==> src/rtl/pipe_adder.sv <==
// pipe_adder: handshaked, segment-pipelined ripple-carry adder/subtractor.
// WIDTH bits are split into STAGES = WIDTH/SEG segments, one register stage each.
// Optional scan threading of valid/carry flops when PIPE_ADDER_SCAN_EN is defined.
module pipe_adder #(
    parameter int unsigned WIDTH = 16,
    parameter int unsigned SEG   = 4
) (
    input  logic             clk,
    input  logic             rst,
    input  logic             in_valid,
    output logic             in_ready,
    input  logic [WIDTH-1:0] a,
    input  logic [WIDTH-1:0] b,
    input  logic             cin,
    input  logic             sub,
    output logic             out_valid,
    input  logic             out_ready,
    output logic [WIDTH-1:0] sum,
    output logic             cout,
    output logic             ovf
`ifdef PIPE_ADDER_SCAN_EN
    ,
    input  logic             test_si,
    input  logic             test_se,
    output logic             test_so
`endif
);

    localparam int unsigned STAGES = WIDTH / SEG;
    localparam int unsigned CTL_W  = 2 * STAGES;

    logic              advance;
    logic [STAGES-1:0] v_d;
    logic [STAGES-1:0] c_d;
    logic [STAGES-1:0] v_q;
    logic [STAGES-1:0] c_q;
    logic [CTL_W-1:0]  ctl_q;
    logic [CTL_W-1:0]  ctl_d;
    logic              ovf_d;
    logic              ovf_q;

    // x carries finished sum segments (low) and not-yet-added A segments (high);
    // y carries the not-yet-added B' segments, cleared once consumed.
    logic [WIDTH-1:0]  x_d [STAGES];
    logic [WIDTH-1:0]  y_d [STAGES];
    logic [WIDTH-1:0]  x_q [STAGES];
    logic [WIDTH-1:0]  y_q [STAGES];

    // Control flops: valid bits low, segment carries high (top carry is cout).
    assign v_q = ctl_q[STAGES-1:0];
    assign c_q = ctl_q[CTL_W-1:STAGES];

    assign advance   = !out_valid || out_ready;
    assign in_ready  = advance;
    assign out_valid = v_q[STAGES-1];
    assign sum       = x_q[STAGES-1];
    assign cout      = c_q[STAGES-1];
    assign ovf       = ovf_q;

    // Per-segment adders; stage 0 applies the subtract inversion.
    for (genvar k = 0; k < STAGES; k++) begin : g_stage
        localparam logic [WIDTH-1:0] SEG_MASK = WIDTH'({SEG{1'b1}}) << (k * SEG);

        logic [WIDTH-1:0] xi;
        logic [WIDTH-1:0] yi;
        logic             ci;
        logic             vi;
        logic [SEG:0]     seg_sum;

        if (k == 0) begin : g_first
            assign xi = a;
            assign yi = b ^ {WIDTH{sub}};
            assign ci = cin ^ sub;
            assign vi = in_valid;
        end else begin : g_next
            assign xi = x_q[k-1];
            assign yi = y_q[k-1];
            assign ci = c_q[k-1];
            assign vi = v_q[k-1];
        end

        assign seg_sum = (SEG+1)'(xi[k*SEG +: SEG]) + (SEG+1)'(yi[k*SEG +: SEG])
                       + (SEG+1)'(ci);
        assign x_d[k]  = (xi & ~SEG_MASK) | (WIDTH'(seg_sum[SEG-1:0]) << (k * SEG));
        assign y_d[k]  = yi & ~SEG_MASK;
        assign c_d[k]  = seg_sum[SEG];
        assign v_d[k]  = vi;

        if (k == STAGES - 1) begin : g_last
            // Signed overflow: like-signed operands giving an opposite-signed sum.
            assign ovf_d = (xi[WIDTH-1] == yi[WIDTH-1]) && (seg_sum[SEG-1] != xi[WIDTH-1]);
        end
    end

    // Next value of valid/carry flops: functional shift or scan shift.
    always_comb begin
        ctl_d = ctl_q;
        if (advance) begin
            ctl_d = {c_d, v_d};
        end
`ifdef PIPE_ADDER_SCAN_EN
        if (test_se) begin
            ctl_d[0] = test_si;
            for (int unsigned i = 1; i < CTL_W - 1; i++) begin
                ctl_d[i] = ctl_q[i-1];
            end
            ctl_d[CTL_W-1] = ctl_q[CTL_W-1];
        end
`endif
    end

`ifdef PIPE_ADDER_SCAN_EN
    assign test_so = ctl_q[CTL_W-2];
`endif

    // Valid and carry registers.
    always_ff @(posedge clk or negedge rst) begin
        if (!rst) begin
            ctl_q <= '0;
        end else begin
            ctl_q <= ctl_d;
        end
    end

    // Operand skew, sum de-skew and overflow registers; hold on stall.
    always_ff @(posedge clk or negedge rst) begin
        if (!rst) begin
            for (int k = 0; k < STAGES; k++) begin
                x_q[k] <= '0;
                y_q[k] <= '0;
            end
            ovf_q <= 1'b0;
        end else if (advance) begin
            for (int k = 0; k < STAGES; k++) begin
                x_q[k] <= x_d[k];
                y_q[k] <= y_d[k];
            end
            ovf_q <= ovf_d;
        end
    end

endmodule

==> config.mk <==
export PLATFORM = sky130hd
export DESIGN_NAME = pipe_adder
export DESIGN_NICKNAME = d
export VERILOG_FILES = /design/src/rtl/pipe_adder.sv
export SDC_FILE = /design/constraint.sdc
export NUM_CORES = 1
export LEC_CHECK = 0
export ABC_AREA = 0
export BUFFER_PORTS_ARGS = -buffer_cell sky130_fd_sc_hd__buf_4
export CAP_MARGIN = 10
export CORE_MARGIN = 2
export CORE_UTILIZATION = 35
export CTS_CLUSTER_SIZE = 24
export DETAILED_ROUTE_END_ITERATION = 8
export GPL_TIMING_DRIVEN = 1
export MAX_ROUTING_LAYER = met4
export PLACE_DENSITY_LB_ADDON = 0.15
export SLEW_MARGIN = 5
export SYNTH_ARGS = -nofsm -noshare
export SYNTH_HDL_FRONTEND = slang
export SYNTH_SLANG_ARGS = --single-unit
==> constraint.sdc <==
create_clock -name clk -period 2 [get_ports clk]
set_clock_uncertainty 0.2 [all_clocks]
set_input_delay 0 -clock clk [delete_from_list [all_inputs] [get_ports clk]]
set_output_delay 0 -clock clk [all_outputs]
set_load 0.02 [all_outputs]
==> results.md <==
* First-pass GRT wire length at ~15000 µm
* Starting Density at 0.3562
* Critical R2R Launch: g_stage[3].xi[12]$_DFFE_PN0P_
* Drt pass-1 iters at 4
* Yosys top cell by area: dfrtp_1
* Synth Register Bits at 97
* Number of top-level pins at 58
* Yosys Warn Count at 0
* Reg-to-reg endpoint: ctl_q[7]$_DFFE_PN0P_
* Worst Setup End Kind: flip-flop
* Final ANT Viol Nets at 0
* Max_cap viols at 0
* Vias at 3127
* Most used DFF post-synth: dfrtp_1
* Core Area at 11960 µm²
* DRT iter0 DRCs at 96
* Fillers at ~1200
* Pwr Density at around 1400 nW/µm²
* Num Clock Sinks at 97
* I/O Buffers at 57
* Synthesis-to-finish area growth at 31.69%
* Num rows at 40
* Setup WS post-layout at between 0.1 and 0.15 ns
* Crit path to: ctl_q[7]$_DFFE_PN0P_
* Final period util at 0.9380
* CP startpoint: g_stage[3].xi[12]$_DFFE_PN0P_
* Commonest non-fill, non-tap cell in the layout: nand2_1
* Mapped Cells at 454
* DIE WIDTH at approximately 110 µm
* Max frequency at roughly 530 MHz
* Critical Path Fanout Max at 2
* Clk root buf: clkbuf_16
* Commonest cells after routing, fill and taps aside: nand2_1 (216), dfrtp_1 (97), buf_4 (64)
* Share of flip-flops with an asynchronous set or reset at 1.000
* DRC at 0
* Antenna fix cells at 0
* Max clock buf depth at 2
* Number of distinct library cells after synthesis at 24
* Largest net degree at the start of global routing at 59
* Wirelength per Cell at approximately 12 µm
* RSZ-0062 raised after global routing: false
* Estimated wirelength of the detail-placed design at 5618 µm
* Leak pwr at around 2.8 nW
* Share of the synthesized area in the top cell type at 0.5698
* Ranking of synthesized cells by area: dfrtp_1 (57%), nand2_1 (19%), fa_1 (3.8%), ha_1 (3.5%), xnor2_1 (3.1%)
* Total Nets Final at between 600 and 700
* Min-Delay Path Class: in -> reg
* Final hold vios at 0
* Final min period at between 1.5 and 2 ns
* Max-slew violation count at 0
* Placement Setup Slack at between 0.02 and 0.03 ns
* Register area share after synthesis at 0.5698
* Post-CTS Setup Bufs at 0
* Startpoint Class: flip-flop
* Total Neg Setup Slack at 0 ns
* Area of the die at approximately 13000 µm²
* Number of global-route vias before repair at about 3000
* Post-synth EDFFs at 0
* Max stage delay on crit path at roughly 0.4 ns
* Clock Latency Late Sink at between 0.3 and 0.4 ns
* Global Route Usage Sum at 0.1460
* Least-Margin Pin Slew at approximately 0.53 ns
* RePlAce Congestion at about 0.8
* Worst path required time at ~2 ns
* H-tree Lvls at 3
* Mean Syn Cell Area at 9.384 µm²
* Reg clk slew, reported paths at approximately 0.070 ns
* Synth Net Count at slightly above 500
* Grt ovf at 0
* Final setup fails at 0
* Slew headroom at 0.6464
* Worst EP arrival at between 1.5 and 2 ns
* Routed wire length at ~8500 µm
* Crit path cell chain: fa_2 > fa_2 > a21o_1 > a21oi_1 > a21oi_1
* Die H at between 100 and 150 µm
* Crit Path Class: reg -> reg
* Status: complete, no violations
* Initial antenna violation count at 0
* Routed vias/inst at ~4.5
* Reg2Reg Depth at 5
* Layout cell share with drive strength beyond 1 at 0.1588
* Slowest cell on crit path: fa_2
* Reg2reg setup slack at around 0.12 ns
* VDD IR max at 0.0006043 V
* CTS tree: yes
* Post-Syn Area at 4260 µm²
* Num CTS Buffers at 9
* Hold path start: b[3]
* Pwr Total at around 0.008 W
## what timing repair did
action,in CTS,in global routing
hold endpoints to repair,160,0
hold buffers,41,0
gates resized for setup,0,2
setup endpoints to repair,0,2
## cell families after synthesis
kind of cell | after synthesis | synth area share
AO/OA/AOI/OAI | 46 | 0.05904
XOR/XNOR | 24 | 0.04934
adder cells (fa/ha/maj) | 20 | 0.07283
buffers and inverters | 33 | 0.03788
flip-flops | 97 | 0.5698
AND/OR/NAND/NOR | 234 | 0.2112
## how the worst min path moves through the flow
stage / endpoint / cells after the start
finish: ctl_q[4]$_DFFE_PN0P_ / 5
global route: ctl_q[4]$_DFFE_PN0P_ / 5
CTS: ctl_q[4]$_DFFE_PN0P_ / 5
detailed placement: ctl_q[0]$_DFFE_PN0P_ / 1
global placement: ctl_q[0]$_DFFE_PN0P_ / 1
floorplan: ctl_q[0]$_DFFE_PN0P_ / 0
## registers in the layout, indices dropped and copies added (netlist names)
register    flops
g_stage.yi     24
ovf             1
ctl_q           8
sum            16
g_stage.xi     48
## power breakdown
group          total, W  internal (W)  switching [W]
sequential      0.00336       0.00284       0.000522
clock           0.00183       0.00109       0.000739
combinational   0.00290       0.00131        0.00160
## through the flow
stage | cell area [µm²] | utilization | instances | hold WS [ns]
floorplan | 4260 | - | 454 | -0.4956
global placement | 4866 | 0.4068 | 645 | -0.2523
detailed placement | 4866 | 0.4068 | 645 | -0.2509
CTS | 5605 | 0.4686 | 701 | 0.07452
global route | 5610 | 0.4690 | 701 | 0.1085
finish | 5610 | 0.4690 | 701 | 0.07918
## synth_stat cells (all sizes together) (4+ instances only)
cell / number
fa: 8
o21ai: 24
nor2: 11
a21o: 5
inv: 10
buf: 13
nand2: 216
xnor2: 15
a21oi: 14
ha: 12
xor2: 9
clkbuf: 10
dfrtp: 97
nor2b: 4
## per-layer routing
metal  up-vias  track usage  wire, µm
met2        43       0.2226      3899
met4         0      0.05366       150
met5         -            -         0
met3         9      0.02912       244
li1       1602            -         -
met1      1473       0.1946      4168
## final cells by class
class / instances / area, µm² / share of cell area
sequential: 97 / 2427 / 0.4326
clock inverter: 6 / 93.84 / 0.01673
tap: 147 / 183.9 / 0.03278
inverter: 10 / 37.54 / 0.006690
multi-input combinational: 324 / 1682 / 0.2997
clock buffer: 9 / 225.2 / 0.04014
timing repair buffer: 108 / 960.9 / 0.1713
## critical path, delay by kind of cell, from the launching register on
kind            cells  cell delay (ns)
fa+ha+maj           2             0.76
flops               1             0.40
compound gates      3             0.41
No activity file was read; power rests on OpenSTA's default activity.
